<file path="config.mk">
export PLATFORM = sky130hd
export DESIGN_NAME = stopwatch_core
export DESIGN_NICKNAME = d
export VERILOG_FILES = /design/src/rtl/stopwatch_pkg.sv /design/src/rtl/seg7_decode.sv /design/src/rtl/stopwatch_core.sv
export SDC_FILE = /design/constraint.sdc
export NUM_CORES = 1
export LEC_CHECK = 0
export BUFFER_PORTS_ARGS = -buffer_cell sky130_fd_sc_hd__buf_2
export CAP_MARGIN = 5
export CORE_UTILIZATION = 45
export DETAILED_ROUTE_END_ITERATION = 7
export GPL_TIMING_DRIVEN = 0
export MAX_ROUTING_LAYER = met4
export PLACE_DENSITY_LB_ADDON = 0.3
export SYNTH_ARGS = -nofsm -noshare
export SYNTH_HDL_FRONTEND = slang
export SYNTH_SLANG_ARGS = --single-unit
</file>
<file path="constraint.sdc">
create_clock -name clk -period 3.45 [get_ports clk]
set_input_delay 0.1725 -clock clk [delete_from_list [all_inputs] [get_ports clk]]
set_output_delay 0.1725 -clock clk [all_outputs]
set_load 0.05 [all_outputs]
</file>
<file path="src/rtl/stopwatch_pkg.sv">
// rtl/stopwatch_pkg.sv - shared state encoding, seven-segment codes and digit limits for the stopwatch
package stopwatch_pkg;

    typedef enum logic [2:0] {
        ST_IDLE,
        ST_RUN,
        ST_PAUSE,
        ST_ADJUST,
        ST_EXPIRED
    } sw_state_e;

    // Active-low segment codes, bit order {g,f,e,d,c,b,a}
    localparam logic [6:0] SEG_0     = 7'h40;
    localparam logic [6:0] SEG_1     = 7'h79;
    localparam logic [6:0] SEG_2     = 7'h24;
    localparam logic [6:0] SEG_3     = 7'h30;
    localparam logic [6:0] SEG_4     = 7'h19;
    localparam logic [6:0] SEG_5     = 7'h12;
    localparam logic [6:0] SEG_6     = 7'h02;
    localparam logic [6:0] SEG_7     = 7'h78;
    localparam logic [6:0] SEG_8     = 7'h00;
    localparam logic [6:0] SEG_9     = 7'h10;
    localparam logic [6:0] SEG_BLANK = 7'h7F;

    // In mm:ss format the tens digits (odd positions) only reach 5
    function automatic logic [3:0] digit_max(input int idx, input logic fmt);
        return (fmt && idx[0]) ? 4'd5 : 4'd9;
    endfunction

endpackage

</file>
<file path="src/rtl/seg7_decode.sv">
// rtl/seg7_decode.sv - combinational BCD to active-low seven-segment decoder, non-BCD codes blank
module seg7_decode
    import stopwatch_pkg::*;
(
    input  logic [3:0] bcd,
    output logic [6:0] seg
);

    always_comb begin
        case (bcd)
            4'd0:    seg = SEG_0;
            4'd1:    seg = SEG_1;
            4'd2:    seg = SEG_2;
            4'd3:    seg = SEG_3;
            4'd4:    seg = SEG_4;
            4'd5:    seg = SEG_5;
            4'd6:    seg = SEG_6;
            4'd7:    seg = SEG_7;
            4'd8:    seg = SEG_8;
            4'd9:    seg = SEG_9;
            default: seg = SEG_BLANK;
        endcase
    end

endmodule

</file>
<file path="src/rtl/stopwatch_core.sv">
// rtl/stopwatch_core.sv - N-digit BCD stopwatch/countdown core with lap freeze, adjust and muxed display
module stopwatch_core
    import stopwatch_pkg::*;
#(
    parameter int N_DIGITS   = 4,
    parameter int CLK_HZ     = 100_000_000,
    parameter int TICK_HZ    = 1,
    parameter int REFRESH_HZ = 1000,
    parameter int TIME_FMT   = 1
) (
    input  logic                  clk,
    input  logic                  rst_n,
    input  logic                  start_stop,
    input  logic                  clear,
    input  logic                  lap,
    input  logic                  mode_down,
    input  logic                  adj_en,
    input  logic [2:0]            adj_sel,
    input  logic [3:0]            adj_val,
    output logic [4*N_DIGITS-1:0] digits,
    output logic [6:0]            seg,
    output logic [N_DIGITS-1:0]   an,
    output logic                  running,
    output logic                  lap_active,
    output logic                  expired
);

    localparam int TICK_DIV = (CLK_HZ / TICK_HZ > 1) ? CLK_HZ / TICK_HZ : 1;
    localparam int PRE_W    = (TICK_DIV > 1) ? $clog2(TICK_DIV) : 1;
    localparam int REF_DIV  = (CLK_HZ / (REFRESH_HZ * N_DIGITS) > 1) ? CLK_HZ / (REFRESH_HZ * N_DIGITS) : 1;
    localparam int REF_W    = (REF_DIV > 1) ? $clog2(REF_DIV) : 1;
    localparam int IDX_W    = $clog2(N_DIGITS);
    localparam int CW       = 4 * N_DIGITS;
    localparam logic             FMT      = (TIME_FMT != 0);
    localparam logic [PRE_W-1:0] PRE_LAST = PRE_W'(TICK_DIV - 1);
    localparam logic [REF_W-1:0] REF_LAST = REF_W'(REF_DIV - 1);
    localparam logic [IDX_W-1:0] IDX_LAST = IDX_W'(N_DIGITS - 1);

    sw_state_e        state, state_nxt;
    logic [CW-1:0]    count, count_nxt, count_inc, count_dec, snapshot, shown;
    logic [PRE_W-1:0] pre, pre_nxt;
    logic             lap_nxt, expired_nxt, snap_load, tick, carry, borrow;
    logic [REF_W-1:0] ref_cnt;
    logic [IDX_W-1:0] scan_idx, scan_nxt;
    logic [3:0]       shown_digit;
    logic [6:0]       seg_code;

    assign digits = count;
    assign tick   = (state == ST_RUN) && (pre == PRE_LAST);

    // Ripple BCD increment/decrement, each digit wrapping at its own limit
    always_comb begin
        count_inc = count;
        count_dec = count;
        carry     = 1'b1;
        borrow    = 1'b1;
        for (int i = 0; i < N_DIGITS; i++) begin
            if (carry) begin
                if (count[4*i +: 4] >= digit_max(i, FMT)) begin
                    count_inc[4*i +: 4] = 4'd0;
                end else begin
                    count_inc[4*i +: 4] = count[4*i +: 4] + 4'd1;
                    carry = 1'b0;
                end
            end
            if (borrow) begin
                if (count[4*i +: 4] == 4'd0) begin
                    count_dec[4*i +: 4] = digit_max(i, FMT);
                end else begin
                    count_dec[4*i +: 4] = count[4*i +: 4] - 4'd1;
                    borrow = 1'b0;
                end
            end
        end
    end

    always_comb begin
        state_nxt   = state;
        count_nxt   = count;
        pre_nxt     = pre;
        lap_nxt     = lap_active;
        expired_nxt = expired;
        snap_load   = 1'b0;
        if (clear) begin
            state_nxt   = ST_IDLE;
            count_nxt   = '0;
            pre_nxt     = '0;
            lap_nxt     = 1'b0;
            expired_nxt = 1'b0;
        end else begin
            case (state)
                ST_IDLE: begin
                    if (adj_en) begin
                        state_nxt = ST_ADJUST;
                    end else if (start_stop) begin
                        state_nxt = ST_RUN;
                        pre_nxt   = '0;
                    end
                end
                ST_RUN: begin
                    pre_nxt = tick ? '0 : pre + 1'b1;
                    if (tick) begin
                        if (!mode_down) begin
                            count_nxt = count_inc;
                        end else if (count == '0 || count_dec == '0) begin
                            state_nxt   = ST_EXPIRED;
                            expired_nxt = 1'b1;
                            count_nxt   = '0;
                        end else begin
                            count_nxt = count_dec;
                        end
                    end
                    // A tick in the same cycle is kept; expiry overrides the pause request
                    if (start_stop) begin
                        if (state_nxt == ST_RUN) state_nxt = ST_PAUSE;
                    end else if (lap) begin
                        lap_nxt   = ~lap_active;
                        snap_load = ~lap_active;
                    end
                end
                ST_PAUSE: begin
                    if (adj_en) begin
                        state_nxt = ST_ADJUST;
                    end else if (start_stop) begin
                        state_nxt = ST_RUN;
                    end else if (lap) begin
                        lap_nxt   = ~lap_active;
                        snap_load = ~lap_active;
                    end
                end
                ST_ADJUST: begin
                    expired_nxt = 1'b0;
                    if (!adj_en) begin
                        state_nxt = ST_PAUSE;
                    end else begin
                        for (int i = 0; i < N_DIGITS; i++) begin
                            if (int'(adj_sel) == i)
                                count_nxt[4*i +: 4] = (adj_val > digit_max(i, FMT)) ? digit_max(i, FMT) : adj_val;
                        end
                    end
                end
                ST_EXPIRED: begin
                    if (adj_en) state_nxt = ST_ADJUST;
                end
                default: state_nxt = ST_IDLE;
            endcase
        end
    end

    always_ff @(posedge clk or negedge rst_n) begin
        if (!rst_n) begin
            state      <= ST_IDLE;
            count      <= '0;
            pre        <= '0;
            snapshot   <= '0;
            lap_active <= 1'b0;
            expired    <= 1'b0;
            running    <= 1'b0;
        end else begin
            state      <= state_nxt;
            count      <= count_nxt;
            pre        <= pre_nxt;
            lap_active <= lap_nxt;
            expired    <= expired_nxt;
            running    <= (state_nxt == ST_RUN);
            if (snap_load) snapshot <= count;
        end
    end

    // Scan index and the digit it selects are registered together so an/seg never mismatch
    assign shown    = lap_active ? snapshot : count;
    assign scan_nxt = (ref_cnt != REF_LAST) ? scan_idx :
                      (scan_idx == IDX_LAST) ? '0 : scan_idx + 1'b1;

    always_comb begin
        shown_digit = 4'd0;
        for (int i = 0; i < N_DIGITS; i++) begin
            if (IDX_W'(i) == scan_nxt) shown_digit = shown[4*i +: 4];
        end
    end

    seg7_decode u_seg7_decode (
        .bcd (shown_digit),
        .seg (seg_code)
    );

    always_ff @(posedge clk or negedge rst_n) begin
        if (!rst_n) begin
            ref_cnt  <= '0;
            scan_idx <= '0;
            an       <= {{(N_DIGITS-1){1'b1}}, 1'b0};
            seg      <= SEG_0;
        end else begin
            ref_cnt  <= (ref_cnt == REF_LAST) ? '0 : ref_cnt + 1'b1;
            scan_idx <= scan_nxt;
            an       <= ~({{(N_DIGITS-1){1'b0}}, 1'b1} << scan_nxt);
            seg      <= seg_code;
        end
    end

endmodule
</file>
==> results of run 1 <==
==> final cells by class <==
class	instances	share of cell area, %
Clock buffer	11	3.750
Timing Repair Buffer	45	3.825
Sequential cell	93	34.61
Clock inverter	5	0.8726
Tap cell	172	3.193
Multi-Input combinational cell	509	49.87
Buffer	31	2.209
Inverter	30	1.671
==> path summary, 6_finish.rpt <==
check / from / cells after the start / to / slack [ns]
setup / recovery: digits[1]$_DFFE_PN0P_ / 11 / digits[5]$_DFFE_PN0P_ / 0.13
hold / removal: adj_en / 4 / state[2]$_DFF_PN0_ / 0.20
setup reg to reg: digits[1]$_DFFE_PN0P_ / 11 / digits[5]$_DFFE_PN0P_ / 0.13
hold reg to reg: snapshot[14]$_DFFE_PN0P_ / 2 / snapshot[14]$_DFFE_PN0P_ / 0.48
max in group asynchronous: rst_n / 3 / pre[8]$_DFFE_PN0P_ / 2.44
min in group asynchronous: rst_n / 2 / ref_cnt[13]$_DFF_PN0_ / 0.37
==> layer usage <==
metal	track usage [%]	part of all wire, %	vias up	wire [um]
met2	37.32	45	197	6956
met5	-	0	-	0
met1	34.84	48	2591	7399
li1	-	-	2515	-
met4	7.089	1.8	0	282
met3	4.583	6.0	19	932
==> critical path, cell delays in order, from the launching register on <==
cell	delay, ns
dfrtp_1	0.49
inv_1	0.22
ha_2	0.30
or3b_1	0.36
clkbuf_1	0.20
or3_1	0.46
o32ai_1	0.20
o2111ai_2	0.21
and2_1	0.21
buf_6	0.14
a31o_1	0.22
a22o_1	0.19
==> sequential cells by signal (all words and copies together) (netlist names) <==
signal,cells
an,4
digits,16
expired,1
lap_active,1
pre,27
ref_cnt,15
running,1
scan_idx,2
seg,7
snapshot,16
state,3
==> cells in the mapped netlist (6+ instances only) <==
cell and number:
dfrtp_1 89, nand2_1 79, nor2_1 62, o21ai_0 60, inv_1 30, nor3_1 22
clkbuf_1 20, ha_1 20, nand3_1 20, mux2i_1 19, a21oi_1 17, xnor2_1 16
xor2_1 16, nand4_1 14, and3_1 11, a31oi_1 10, and2_1 9, mux2_2 8
nand2b_1 6
==> cells by family after synthesis <==
group | count (synthesis) | synth area share, %
flops | 93 | 39.32
xor+xnor | 32 | 4.725
simple gates | 268 | 23.14
buf+inv | 61 | 4.387
mux | 30 | 5.737
compound gates | 159 | 18.48
fa+ha+maj | 20 | 4.219
==> power breakdown <==
group	leakage, nW	total (mW)	internal (mW)	switching (mW)
logic	1.58	1.21	0.403	0.807
clock network	0.148	1.04	0.601	0.436
registers	1.24	1.32	1.21	0.109
total	2.97	3.57	2.21	1.35
==> metrics by stage <==
| step | power [mW] | util (%) | instances | hold slack [ns] | setup TNS [ns] |
|---|---|---|---|---|---|
| after floorplan | 2.192 | - | 663 | -0.1231 | 0 |
| after global placement | 2.488 | 49.97 | 877 | 0.4625 | -0.04151 |
| after detailed placement | 2.509 | 50.21 | 878 | 0.2064 | -0.04676 |
| after CTS | 3.558 | 52.82 | 895 | 0.1926 | 0 |
| after global routing | 3.759 | 52.97 | 896 | 0.2297 | 0 |
| final | 3.567 | 52.97 | 896 | 0.2027 | 0 |
==> repair_timing <==
item	in CTS	in global routing
gates cloned	0	0
pin swaps	0	0
hold buffers	1	0
hold endpoints to repair	38	0
setup buffers	0	1
setup endpoints to repair	4	13
resized for setup	2	6
==> metrics.csv, run 1 <==
stage;metric;value;unit
outcome;outcome;completed;
route;WL per Instance;17.38;um
timing;final worst setup slack;0.1281;ns
floorplanning;I/O Pins;44;
cells_and_area;area of the multi-input gates;3361;um^2
cells_and_area;fraction of layout instances using a drive strength above 1;15.47;%
cells_and_area;Final nets;753;
timing;final-report hold violation count;0;
clock_network;clock sink count;93;
route;via count;5322;
clock_network;clk root buf;clkbuf_16;
timing;Worst Skew;0.009258;ns
cells_and_area;register area;2332;um^2
synthesis;Post-synth EDFFs;0;
clock_network;Num CTS Buffers;9;
synthesis;synthesized area;5932;um^2
timing;max-slew violation count;0;
clock_network;Clock Path Buffers;2;
floorplanning;FP Rows;41;
worst_setup_path;CP Data Arrival Time;3.56;ns
timing;worst slew pin tran;1.057;ns
clock_network;H-tree levels;3;
floorplanning;die width;116.8;um
clock_network;Clk pin slew, worst setup/hold paths;0.07;ns
cells_and_area;commonest non-fill, non-tap cell in the layout;dfrtp_1;
timing;RSZ-0062 raised after global routing;no;
floorplanning;Core ar.;12720;um^2
route;DRT Pass-1 Iters;6;
place;post-DP HPWL;11370;um
global_routing;largest net degree at the start of global routing;52;
worst_setup_path;Critical Setup Path Class;reg -> reg;
power_and_ir_drop;Peak VDD IR;0.2582;mV
cells_and_area;most frequent cells in the layout;dfrtp_1 (89), nand2_1 (79), nor2_1 (62);
floorplanning;Die Y;116.8;um
timing;final cycle utilization of the critical path;96.29;%
route;routed wire length;15570;um
clock_network;clock latency on the worst-skew pair;0.35;ns
timing;crit path time final;3.322;ns
timing;maximum clock rate;0.3010;GHz
clock_network;TritonCTS clock tree;yes;
synthesis;number of synthesized register bits;93;
synthesis;Post-synth ARST share;100.0;%
synthesis;syn nets;697;
worst_setup_path;crit path max fanout;7;
floorplanning;Starting Density;46.63;%
route;antenna-violating nets left;0;
synthesis;yosys warns;0;
cells_and_area;fillers;1204;
synthesis;top_reg_cell synth;dfrtp_1;
synthesis;sequential-to-total area share from yosys stat;39.32;%
cells_and_area;fin area;6739;um^2
route;number of remaining DRC errors;0;
place;Port Buffer Count;42;
synthesis;Area contributors post-synth;dfrtp_1 (38%), o21ai_0 (5.1%), nand2_1 (5.0%), ha_1 (4.2%), nor2_1 (3.9%);
cells_and_area;area delta synth->final;13.60;%
hold_path;hold crit path type;in -> reg;
synthesis;Cell variety after synth;82;
synthesis;post-synthesis cell count;663;
global_routing;initial antenna violation count;0;
place;worst slack, placed;-0.04676;ns
run;Max Cap Viol;0;
power_and_ir_drop;Static Leak;2.965;nW
global_routing;global-route wire length before repair;25370;um
place;placed cell area;6387;um^2
global_routing;total global routing overflow;0;
global_routing;vias in the first global route;4927;
cells_and_area;# diodes;0;
synthesis;syn_area_per_cell;8.947;um^2
worst_setup_path;crit path capture type;flip-flop;
floorplanning;die area;13650;um^2
timing;final setup fails;0;
place;RePlAce Congestion;0.9555;
route;vias per cell;5.940;
global_routing;GRT Total Usage;25.05;%
synthesis;leading area contributor after synthesis;dfrtp_1;
synthesis;post-synth top area share;37.54;%
route;1st-iter DRT viols;577;
worst_setup_path;Required @ worst endpoint;3.69;ns
worst_setup_path;CP Launch Type;flip-flop;
timing;Max-slew headroom;27.68;%
power_and_ir_drop;Pwr Density;529.3;nW/um^2
Note: power is estimated with default switching activity, not from simulation.
==> run 2, diff against run 1 <==
--- a/config.mk
+++ b/config.mk
@@ -7,6 +7,7 @@
 export LEC_CHECK = 0
 export BUFFER_PORTS_ARGS = -buffer_cell sky130_fd_sc_hd__buf_2
 export CAP_MARGIN = 5
+export CORE_MARGIN = 5
 export CORE_UTILIZATION = 45
 export DETAILED_ROUTE_END_ITERATION = 7
 export GPL_TIMING_DRIVEN = 0
==> run 2 against run 1 <==
  * First-iteration DRC count grew 7.3%
  * Critical path depth grew 1
  * Clock power grew 19%
  * Highest routed layer unchanged
  * Combinational power is essentially flat
==> metrics.csv, run 2 (synthesis results as in run 1) <==
stage;metric;value;unit;change
outcome;outcome;completed;;
route;antenna-violating nets left;0;;unchanged
global_routing;total global routing overflow;0;;unchanged
worst_setup_path;CP Launch Type;flip-flop;;
timing;Worst Skew;0.01290;ns;+0.003642 ns
floorplanning;Core ar.;13090;um^2;+2.9%
timing;Max-slew headroom;21.68;%;-6.0 points
cells_and_area;area delta synth->final;15.02;%;
power_and_ir_drop;switching share of total power;36.30;%;-1.6 points
timing;maximum clock rate;0.3023;GHz;+0.44%
route;routed wire length;15590;um;+0.15%
cells_and_area;post-layout util;52.14;%;-0.83 points
clock_network;Num CTS Buffers;9;;unchanged
timing;final-report hold violation count;0;;unchanged
power_and_ir_drop;Flop pwr share;34.8;%;-2.2 points
worst_setup_path;r2r startpoint;digits[4]$_DFFE_PN0P_;;
route;DRT Pass-1 Iters;5;;-1
cells_and_area;fraction of layout instances using a drive strength above 1;15.86;%;+0.39 points
timing;setup_tns;0;ns;unchanged
timing;RSZ-0062 raised after global routing;no;;
global_routing;initial antenna violation count;0;;unchanged
global_routing;vias in the first global route;5086;;+3.2%
floorplanning;Die Y;124.8;um;+6.8%
cells_and_area;commonest non-fill, non-tap cell in the layout;dfrtp_1;;
power_and_ir_drop;Peak VDD IR;0.2541;mV;-1.6%
place;Port Buffer Count;42;;unchanged
route;WL per Instance;17.31;um;-0.41%
worst_setup_path;Required @ worst endpoint;3.70;ns;about the same
floorplanning;die width;124.8;um;+6.8%
clock_network;TritonCTS clock tree;yes;;
global_routing;GRT Total Usage;20.75;%;-4.3 points
floorplanning;die area;15580;um^2;+14%
cells_and_area;fillers;1229;;+2.1%
cells_and_area;Largest Register;pre;;
global_routing;largest net degree at the start of global routing;57;;+9.6%
clock_network;clk root buf;clkbuf_16;;
power_and_ir_drop;Pwr Density;554.7;nW/um^2;+4.8%
power_and_ir_drop;Net Sw Power;1.374;mW;+1.6%
route;1st-iter DRT viols;619;;+7.3%
place;worst slack, placed;-0.02740;ns;+0.01936 ns
power_and_ir_drop;Power Total;3.785;mW;+6.1%
worst_setup_path;worst setup path start;digits[4]$_DFFE_PN0P_;;
floorplanning;FP Rows;42;;+2.4%
floorplanning;I/O Pins;44;;unchanged
run;Max Cap Viol;0;;unchanged
hold_path;hold crit path type;in -> reg;;
power_and_ir_drop;Clock power frac;32.6;%;+3.5 points
place;RePlAce Congestion;0.9535;;-0.21%
global_routing;global-route wire length before repair;25840;um;+1.8%
hold_path;hold path start;adj_en;;
worst_setup_path;crit path max fanout;10;;+3
cells_and_area;max FFs per register;27;;unchanged
worst_setup_path;Critical Setup Path Class;reg -> reg;;
route;number of remaining DRC errors;0;;unchanged
floorplanning;Starting Density;45.33;%;-1.3 points
cells_and_area;most frequent cells in the layout;dfrtp_1 (89), nand2_1 (79), nor2_1 (62);;
place;post-DP HPWL;11460;um;+0.82%
power_and_ir_drop;combinational share of power;32.5;%;-1.4 points
timing;max-slew violation count;0;;unchanged
timing;final setup fails;0;;unchanged
clock_network;clock sink count;93;;unchanged
cells_and_area;# diodes;0;;unchanged
timing;worst slew pin tran;1.145;ns;+0.08776 ns
clock_network;Clk pin slew, worst setup/hold paths;0.07;ns;about the same
timing;final worst setup slack;0.1426;ns;+0.01449 ns
route;via count;5338;;+0.30%
route;vias per cell;5.925;;-0.26%
clock_network;Clock Path Buffers;2;;unchanged
worst_setup_path;crit path capture type;flip-flop;;
timing;final cycle utilization of the critical path;95.87;%;-0.42 points
worst_setup_path;CP Data Arrival Time;3.56;ns;about the same
clock_network;H-tree levels;3;;unchanged
power_and_ir_drop;internal power;2.411;mW;+8.9%
cells_and_area;Final nets;754;;+0.13%
timing;crit path time final;3.307;ns;-0.01449 ns
clock_network;clock latency on the worst-skew pair;0.36;ns;about the same
power_and_ir_drop;Static Leak;3.006;nW;+1.4%
[run 2: stage by stage]
step           cells  instance area, um^2  hold slack [ns]
6_report         901                 6823           0.1841
5_1_grt          901                 6823           0.1982
4_1_cts          899                 6780           0.1776
3_5_place_dp     882                 6392           0.1775
3_3_place_gp     881                 6362           0.4625
2_1_floorplan    663                 5932          -0.1231
[run 2: worst paths after layout]
kind / slack, ns / to / depth (start not counted)
setup / recovery: 0.14 / digits[5]$_DFFE_PN0P_ / 12
hold / removal: 0.18 / state[2]$_DFF_PN0_ / 4
setup reg to reg: 0.14 / digits[5]$_DFFE_PN0P_ / 12
hold reg to reg: 0.49 / snapshot[5]$_DFFE_PN0P_ / 2
max in group asynchronous: 2.47 / pre[20]$_DFFE_PN0P_ / 3
min in group asynchronous: 0.34 / ref_cnt[12]$_DFF_PN0_ / 2
[run 2: layout make-up]
class | instances | area, um^2 | area share, %
tap | 176 | 220.2 | 3.228
multi-input combinational | 509 | 3372 | 49.42
buffer | 31 | 148.9 | 2.182
clock inverter | 7 | 146.4 | 2.146
timing repair buffer | 46 | 265.3 | 3.888
inverter | 30 | 112.6 | 1.650
clock buffer | 9 | 225.2 | 3.301
sequential | 93 | 2332 | 34.18
[run 2: metal layers]
layer | wire [um] | vias to the layer above | global-route usage (%) | part of all wire (%)
li1 | - | 2511 | - | -
met4 | 323 | 0 | 6.569 | 2.1
met5 | 0 | - | - | 0
met1 | 7173 | 2600 | 27.87 | 46
met3 | 922 | 32 | 4.674 | 5.9
met2 | 7173 | 195 | 31.42 | 46
[run 2: timing repair]
action                                  4_1_cts  5_1_grt
buffers inserted                              0        2
hold endpoints to repair                     33        0
hold buffers                                  1        0
resized for setup                             1        8
endpoints found under the setup margin        3       17
pin swaps                                     0        1
[run 2: power by group through the flow]
| stage | clock, mW | sequential, mW | combinational, mW |
|---|---|---|---|
| after global placement | 0 | 1.33 | 1.14 |
| after detailed placement | 0 | 1.34 | 1.17 |
| after global routing | 1.31 | 1.33 | 1.33 |
| after floorplan | 0 | 1.54 | 0.655 |
| final | 1.24 | 1.32 | 1.23 |
| after CTS | 1.26 | 1.32 | 1.18 |
[run 2: critical path, cell delays in order (launching register included)]
cell and delay [ns]:
dfrtp_1 0.45, buf_2 0.22, inv_1 0.09, ha_1 0.14
buf_4 0.16, or3b_2 0.51, or3_4 0.43, o32ai_2 0.18
o2111ai_2 0.24, and2_1 0.23, buf_6 0.14, a31o_1 0.23
a22o_1 0.17
==> run 3, diff against run 2 <==
--- a/config.mk
+++ b/config.mk
@@ -5,11 +5,11 @@
 export SDC_FILE = /design/constraint.sdc
 export NUM_CORES = 1
 export LEC_CHECK = 0
-export BUFFER_PORTS_ARGS = -buffer_cell sky130_fd_sc_hd__buf_2
 export CAP_MARGIN = 5
 export CORE_MARGIN = 5
 export CORE_UTILIZATION = 45
 export DETAILED_ROUTE_END_ITERATION = 7
+export DONT_BUFFER_PORTS = 1
 export GPL_TIMING_DRIVEN = 0
 export MAX_ROUTING_LAYER = met4
 export PLACE_DENSITY_LB_ADDON = 0.3
==> run 3 against run 2 <==
  * Clock power fell by 19%
  * Global-route usage increased by 0.16 points
  * First-iteration DRC count fell by 28%
  * Count of clock-buffer cells in the layout unchanged
  * Highest routed layer unchanged
  * Flip-flop and latch count unchanged
  * Via count decreased by 3.4%
  * Die area unchanged
  * Sequential power increased by 19%
  * Largest cell class unchanged
  * Combinational power down 25%
  * Register-to-register slack barely moved
==> metrics.csv, run 3 (synthesis results as in run 1) <==
stage;metric;value;unit;change
floorplanning;Core ar.;13090;um^2;unchanged
global_routing;largest net degree at the start of global routing;94;;+65%
route;WL met2;7198;um;+0.35%
floorplanning;Die Y;124.8;um;unchanged
worst_setup_path;crit path capture type;flip-flop;;
place;Cell Count Post-Placement;839;;-4.9%
timing;final worst setup slack;0.1405;ns;-0.002081 ns
route;1st-iter DRT viols;448;;-28%
cells_and_area;Layout Cells excl Fill;860;;-4.6%
global_routing;vias in the first global route;4966;;-2.4%
place;worst slack, placed;-0.2787;ns;-0.2513 ns
worst_setup_path;CP cell instances;inv_1 > ha_1 > or3b_1 > a2111oi_0 > o32ai_2 > o2111ai_2 > and2_4 > buf_6 > a31oi_1 > o41ai_1;;
route;number of remaining DRC errors;0;;unchanged
worst_setup_path;slowest stage delay, CP;0.57;ns;+0.06 ns
route;Top Layer Used;met4;;
run;Max Cap Viol;0;;unchanged
worst_setup_path;Critical Setup Path Class;reg -> reg;;
power_and_ir_drop;Pwr Density;532.0;nW/um^2;-4.1%
cells_and_area;commonest non-fill, non-tap cell in the layout;dfrtp_1;;
cells_and_area;fraction of layout instances using a drive strength above 1;11.84;%;-4.0 points
global_routing;GRT Total Usage;20.91;%;+0.16 points
floorplanning;Starting Density;45.33;%;unchanged
cells_and_area;max FFs per register;27;;unchanged
timing;worst slew pin tran;1.230;ns;+0.08438 ns
route;via count;5155;;-3.4%
clock_network;H-tree levels;3;;unchanged
place;RePlAce Congestion;0.9124;;-4.3%
cells_and_area;most frequent cells in the layout;dfrtp_1 (83), nand2_1 (79), nor2_1 (62);;
global_routing;total global routing overflow;0;;unchanged
timing;maximum clock rate;0.3022;GHz;about the same
timing;final cycle utilization of the critical path;95.93;%;about the same
worst_setup_path;CP Launch Type;flip-flop;;
floorplanning;die area;15580;um^2;unchanged
global_routing;global-route wire length before repair;25690;um;-0.59%
timing;crit path time final;3.310;ns;+0.002081 ns
clock_network;Clock Path Buffers;2;;unchanged
cells_and_area;Final nets;713;;-5.4%
route;met3 wire length;1052;um;+14%
route;antenna-violating nets left;0;;unchanged
outcome;outcome;completed;;
clock_network;clk root buf;clkbuf_16;;
route;WL per Instance;18.18;um;+5.1%
place;Port Buffer Count;0;;-100%
timing;final-report hold violation count;0;;unchanged
floorplanning;FP Rows;42;;unchanged
global_routing;initial antenna violation count;0;;unchanged
cells_and_area;area delta synth->final;11.05;%;
route;vias per cell;5.994;;+1.2%
worst_setup_path;crit path max fanout;8;;-2
route;routed wire length;15640;um;+0.29%
timing;Worst Skew;0.01230;ns;-0.0006002 ns
timing;final setup fails;0;;unchanged
power_and_ir_drop;Power Total;3.505;mW;-7.4%
timing;max-slew violation count;0;;unchanged
worst_setup_path;CP Data Arrival Time;3.54;ns;-0.02 ns
worst_setup_path;Worst path slowest cell;dfrtp_2;;
worst_setup_path;Required @ worst endpoint;3.68;ns;-0.02 ns
power_and_ir_drop;Peak VDD IR;0.2378;mV;-6.4%
hold_path;hold crit path type;in -> reg;;
floorplanning;die width;124.8;um;unchanged
clock_network;clock sink count;93;;unchanged
route;DRT Pass-1 Iters;7;;+2
clock_network;clock latency on the worst-skew pair;0.36;ns;about the same
timing;Max-slew headroom;15.91;%;-5.8 points
clock_network;Num CTS Buffers;9;;unchanged
floorplanning;I/O Pins;44;;unchanged
clock_network;TritonCTS clock tree;yes;;
cells_and_area;Largest Register;pre;;
timing;WHS;0.1159;ns;-0.06819 ns
power_and_ir_drop;Static Leak;2.788;nW;-7.3%
route;DRT met1 WL;7007;um;-2.3%
cells_and_area;# diodes;0;;unchanged
clock_network;Clk pin slew, worst setup/hold paths;0.07;ns;about the same
place;post-DP HPWL;11390;um;-0.67%
## run 3: layout make-up
class / count / area (um^2)
Fill cell: 1230 / 6497
Inverter: 30 / 112.6
Buffer: 31 / 155.1
Timing Repair Buffer: 5 / 62.56
Tap cell: 176 / 220.2
Multi-Input combinational cell: 509 / 3393
Clock inverter: 7 / 73.82
Clock buffer: 9 / 225.2
Sequential cell: 93 / 2345
## run 3: critical path, delay by kind of cell (launching register included)
kind	cells	cell delay, ns
simple gates	2	0.67
flops	1	0.57
compound gates	5	1.30
buf+inv	2	0.39
fa+ha+maj	1	0.27
## run 3: path summary, 6_finish.rpt
check	start	slack (ns)	depth (start not counted)	endpoint
min reg2reg	snapshot[14]$_DFFE_PN0P_	0.49	2	snapshot[14]$_DFFE_PN0P_
max	digits[9]$_DFFE_PN0P_	0.14	10	digits[6]$_DFFE_PN0P_
max reg2reg	digits[9]$_DFFE_PN0P_	0.14	10	digits[6]$_DFFE_PN0P_
min in group asynchronous	rst_n	0.41	2	ref_cnt[3]$_DFF_PN0_
max in group asynchronous	rst_n	2.67	2	digits[1]$_DFFE_PN0P_
min	lap	0.12	3	lap_active$_DFFE_PN0P_
## run 3: what timing repair did
item                                   in CTS  in global routing
pin swaps                                   1                  1
hold buffers                                3                  0
setup endpoints to repair                  16                 13
setup buffers                               2                  0
resized for setup                          10                 13
endpoints found under the hold margin      94                  0
## run 3: metrics by stage
stage                      TNS, ns  util (%)  instance area [um^2]
final                            0     50.34                  6588
after global routing      -0.01185     50.34                  6588
after CTS                        0     50.04                  6548
after detailed placement    -2.189     47.02                  6152
after global placement      -1.974     47.02                  6152
after floorplan                  0         -                  5932
## run 3: layer usage
layer | vias up | GRT usage (%)
met5 | - | -
met4 | 0 | 9.184
met3 | 26 | 4.631
met2 | 182 | 31.39
met1 | 2525 | 27.27
li1 | 2422 | -
## run 3: power breakdown
group | internal (mW) | switching [mW] | leakage (nW)
logic | 0.371 | 0.549 | 1.41
registers | 1.21 | 0.358 | 1.23
clock network | 0.566 | 0.447 | 0.146
total | 2.15 | 1.35 | 2.79
